$ cat config.mk
export PLATFORM = sky130hd
export DESIGN_NAME = key_debounce
export DESIGN_NICKNAME = d
export VERILOG_FILES = /design/src/rtl/key_debounce.sv
export SDC_FILE = /design/constraint.sdc
export NUM_CORES = 1
export LEC_CHECK = 0
export CAP_MARGIN = 20
export CORE_MARGIN = 4
export CORE_UTILIZATION = 40
export CTS_BUF_LIST = sky130_fd_sc_hd__clkbuf_8 sky130_fd_sc_hd__clkbuf_16
export CTS_CLUSTER_SIZE = 40
export DETAILED_ROUTE_END_ITERATION = 8
export GPL_TIMING_DRIVEN = 1
export SYNTH_ARGS = -nofsm -noshare
export SYNTH_HDL_FRONTEND = slang
export SYNTH_SLANG_ARGS = --single-unit
$ cat constraint.sdc
create_clock -name clk -period 5.8 [get_ports clk]
set_clock_uncertainty 0.15 [all_clocks]
set_input_delay 1.45 -clock clk [delete_from_list [all_inputs] [get_ports clk]]
set_output_delay 1.45 -clock clk [all_outputs]
set_load 0.05 [all_outputs]
$ cat src/rtl/key_debounce.sv
// key_debounce: debounces one raw push-button and derives press/release
// pulses, a long-press level and auto-repeat pulses from the clean level.
module key_debounce #(
  parameter int unsigned DEBOUNCE_CYC = 2_000_000,
  parameter int unsigned LONG_CYC     = 100_000_000,
  parameter int unsigned REPEAT_CYC   = 20_000_000,
  parameter int unsigned ACTIVE_HIGH  = 1
) (
  input  logic clk,
  input  logic rst_n,
  input  logic key_in,
  output logic key_level,
  output logic key_press,
  output logic key_release,
  output logic key_long,
  output logic key_repeat
);

  // Each counter only has to reach its parameter minus one.
  localparam int unsigned CW = (DEBOUNCE_CYC > 1) ? $clog2(DEBOUNCE_CYC) : 1;
  localparam int unsigned HW = (LONG_CYC     > 1) ? $clog2(LONG_CYC)     : 1;
  localparam int unsigned RW = (REPEAT_CYC   > 1) ? $clog2(REPEAT_CYC)   : 1;

  localparam logic [CW-1:0] LAST_DB   = CW'(DEBOUNCE_CYC - 1);
  localparam logic [HW-1:0] LAST_LONG = HW'(LONG_CYC - 1);
  localparam logic [RW-1:0] LAST_REP  = RW'(REPEAT_CYC - 1);

  // Pressed always reads 1 after this inversion.
  localparam logic INV = (ACTIVE_HIGH == 0) ? 1'b1 : 1'b0;

  typedef enum logic [1:0] {
    IDLE,
    PRESS_CHK,
    HELD,
    RELEASE_CHK
  } state_t;

  state_t        state;
  logic          sync_a;
  logic          s;
  logic [CW-1:0] cnt;
  logic [HW-1:0] hold_cnt;
  logic [RW-1:0] rep_cnt;

  // Two-flop synchronizer on the polarity-normalized pin; resets to not-pressed.
  always_ff @(posedge clk) begin
    if (!rst_n) begin
      sync_a <= 1'b0;
      s      <= 1'b0;
    end else begin
      sync_a <= key_in ^ INV;
      s      <= sync_a;
    end
  end

  // Debounce state machine with registered level, pulse and long-press outputs.
  always_ff @(posedge clk) begin
    if (!rst_n) begin
      state       <= IDLE;
      cnt         <= '0;
      hold_cnt    <= '0;
      rep_cnt     <= '0;
      key_level   <= 1'b0;
      key_press   <= 1'b0;
      key_release <= 1'b0;
      key_long    <= 1'b0;
      key_repeat  <= 1'b0;
    end else begin
      key_press   <= 1'b0;
      key_release <= 1'b0;
      key_repeat  <= 1'b0;
      case (state)
        IDLE: begin
          if (s) begin
            state <= PRESS_CHK;
            cnt   <= CW'(1);
          end
        end
        PRESS_CHK: begin
          if (!s) begin
            state <= IDLE;
          end else if (cnt == LAST_DB) begin
            state     <= HELD;
            key_level <= 1'b1;
            key_press <= 1'b1;
            hold_cnt  <= '0;
          end else begin
            cnt <= cnt + CW'(1);
          end
        end
        HELD: begin
          if (!s) begin
            state <= RELEASE_CHK;
            cnt   <= CW'(1);
          end
          // Hold/repeat timing still advances on the cycle that leaves HELD;
          // only the RELEASE_CHK cycles themselves are frozen.
          if (!key_long) begin
            if (hold_cnt == LAST_LONG) begin
              key_long   <= 1'b1;
              key_repeat <= 1'b1;
              rep_cnt    <= '0;
            end else begin
              hold_cnt <= hold_cnt + HW'(1);
            end
          end else if (rep_cnt == LAST_REP) begin
            key_repeat <= 1'b1;
            rep_cnt    <= '0;
          end else begin
            rep_cnt <= rep_cnt + RW'(1);
          end
        end
        RELEASE_CHK: begin
          if (s) begin
            state <= HELD;
          end else if (cnt == LAST_DB) begin
            state       <= IDLE;
            key_level   <= 1'b0;
            key_long    <= 1'b0;
            key_release <= 1'b1;
            cnt         <= '0;
            hold_cnt    <= '0;
            rep_cnt     <= '0;
          end else begin
            cnt <= cnt + CW'(1);
          end
        end
        default: state <= IDLE;
      endcase
    end
  end

endmodule

==> impl_metrics.tcl <==
set metrics [dict create \
    hold_viol_final 0 \
    ant_nets 0 \
    final_cell_area_sq_um 4650 \
    outcome "completed" \
    rsz0062_at_grt "false" \
    crit_type "in -> reg" \
    p_per_area_nw_per_um2 218 \
    synth_top_area_share_pct 38.1 \
    cts_buffers 9 \
    ys_types 52 \
    synthFlopType "dfxtp_1" \
    yosys.area.top_type "dfxtp_1" \
    clockRootBuffer "clkbuf_8" \
    yosysMostFrequentCell "dfxtp_1" \
    synthTopCellsByCount "dfxtp_1 (82), nor2_1 (53), a21oi_1 (46), nand2_1 (45), nand3_1 (33)" \
    hold_class "reg -> reg" \
    routed_wl_microns 9960 \
    clkSinkCount 82 \
    antenna_cells 0 \
    syn_area_per_cell_sq_um 8.12 \
    placed_cells 650 \
    syn_inst 531 \
    clkPwrFrac_pct 41.8 \
    period_minus_slack_ns 3.50 \
    seq_area_frac_synth_pct 38.1 \
    hpwl_microns 6810 \
    power.switching_w 0.000236 \
    final.period_utilization_pct 60.4 \
    setup_tns_ns 0 \
    fillers 1053 \
    portBuffers 7 \
    drc 0 \
    cts.path.max_buffers 2 \
    grt_pass1_vias 3569 \
    p_leak_nw 1.44 \
    wl_per_cell_microns 15.0 \
    crit_arrival_ns 3.67 \
    antenna_found_initial 0 \
    intPower_w 0.000777 \
    yosys_warnings 0 \
    dpl_cell_area_sq_um 4450 \
    dr.first_iter.drc_count 256 \
    ys_seq_elements 82 \
    syn2layout_area_growth_pct 7.83 \
    die_w_microns 112 \
    pwr-share-comb_pct 2.4 \
    path_max_fanout 21 \
    cp.required_ns 5.97 \
    synthTopCellsByArea "dfxtp_1 (38%), a21oi_1 (5.3%), nor2_1 (4.6%)" \
    start_util_pct 41.4 \
    worst_pin_slew_ns 0.955 \
    async_reset_ff_share_pct 0 \
    grt_pass1_wl_microns 17400 \
    switching_share_pct 23.3 \
    synth_area_sq_um 4310 \
    gp_congestion 0.790 \
    ir_worst_vdd_v 0.000109 \
    stdcell_count 666 \
    viasPerCell 5.81 \
    ctsResizeCount 0 \
    drive_gt1_share_pct 5.28 \
    grt_start_max_net_pins 25 \
    die-area_sq_um 12500 \
    track_usage_pct 16.7 \
    fmaxAchievable_mhz 285 \
    firstDrtPassIters 4 \
    mappedNetlistNets 537 \
    htreeDepth 3 \
    maxSlewViolCount 0 \
    synth-edff-count 0 \
    tritoncts "yes" \
    post_cts_buffers 0 \
    startpoint_type "primary input" \
    grt-ovfl-total 0 \
    clk_pin_slew_worst_paths_ns 0.08 \
    num_vias 3871 \
    seqPwrFrac_pct 55.8 \
    ctsHoldBuffers 0 \
    clkLatencyLatePin_ns 0.38 \
    maxSlewHeadroom_pct 35.8 \
    setup_viol 0 \
    end_kind "register" \
    die_height_microns 112 \
    io_pins 8 \
    drv_cap 0 \
    num_rows 37 \
    core_sq_um 10400 \
    final_net_count 532 \
]
path summary, 6_finish.rpt:
kind                  startpoint                        to  slack (ns)  cells past startpoint
min            sync_a$_SDFF_PN0_              s$_SDFF_PN0_        0.29                      1
min reg2reg    sync_a$_SDFF_PN0_              s$_SDFF_PN0_        0.29                      1
max reg2reg  cnt[0]$_SDFFE_PN0P_  rep_cnt[12]$_SDFFE_PN0P_        2.51                      7
max                        rst_n  hold_cnt[7]$_SDFFE_PN0P_        2.30                      5
placed cells by master (no fill, tap or decap), drive strengths merged, types with 3 or more instances in the layout:
master         count
and4              11
nand2b             5
a31o               6
o211ai             3
and3              20
mux2i              5
ha                 3
a211oi             9
or3               13
o31ai              7
nand4             23
a2111oi            6
xnor2             20
clkdlybuf4s50      7
or4                8
o21ai             25
clkinv             3
a21oi             46
clkbuf            10
inv               14
xor2               7
nor2              53
a41o               4
nor4               7
dfxtp             82
o2111ai            4
nor3              11
a21boi             3
nor4b              5
nand2             45
nand3             34
nor4bb             4
buf                3
and2               7
critical path: stages:
cell	delay [ns]
clkdlybuf4s50_1	0.67
inv_1	0.32
a41o_1	0.56
or4_1	0.60
nand2_1	0.08
per-stage QoR:
stage / power (W) / hold WS, ns / setup slack (ns) / util [%]
floorplan: 0.000597 / 0.262 / 3.17 / -
detailed placement: 0.000603 / 0.270 / 1.81 / 42.7
finish: 0.00101 / 0.289 / 2.30 / 44.7
global route: 0.00106 / 0.301 / 2.13 / 44.7
CTS: 0.00103 / 0.290 / 2.20 / 44.6
global placement: 0.000603 / 0.267 / 1.96 / 42.7
layer usage:
layer / vias up / routed length [microns] / track usage [%]
li1: 1964 / - / -
met1: 1848 / 5190 / 23.3
met2: 46 / 4310 / 24.5
met3: 13 / 235 / 3.37
met4: 0 / 225 / 8.11
met5: - / 0 / 0
layout make-up:
cell class	count	area [sq um]	share of cell area, %
Clock buffer	10	138	2.96
Clock inverter	5	56.3	1.21
Inverter	13	48.8	1.05
Multi-Input combinational cell	410	2500	53.8
Sequential cell	82	1640	35.3
Tap cell	136	170	3.66
Timing Repair Buffer	10	92.6	1.99
logic make-up after synthesis:
| kind of cell | after synthesis | share of synthesized area, % |
|---|---|---|
| AOI/OAI and AO/OA | 123 | 18.9 |
| adders and majority gates | 3 | 0.870 |
| buffers and inverters | 39 | 3.89 |
| DFF | 82 | 38.1 |
| muxes | 6 | 1.42 |
| xor gates and xnor gates | 27 | 5.48 |
| and+or+nand+nor | 251 | 31.4 |
state kept, by name, summed over array words and instances, names as in the netlist, named ones only:
signal and cells:
key_repeat 1, key_long 1, key_press 1, sync_a 1, key_level 1, hold_cnt 27
cnt 21, state 1, key_release 1, s 1, rep_cnt 25
power by group through the flow:
stage,Combinational (W),Clock [W],Sequential (W)
3_3_place_gp,0.0000239,0,0.000579
6_report,0.0000245,0.000423,0.000566
3_5_place_dp,0.0000243,0,0.000579
5_1_grt,0.0000279,0.000461,0.000566
4_1_cts,0.0000244,0.000436,0.000566
2_1_floorplan,0.0000186,0,0.000578
Power figures use the tool's default switching activity.
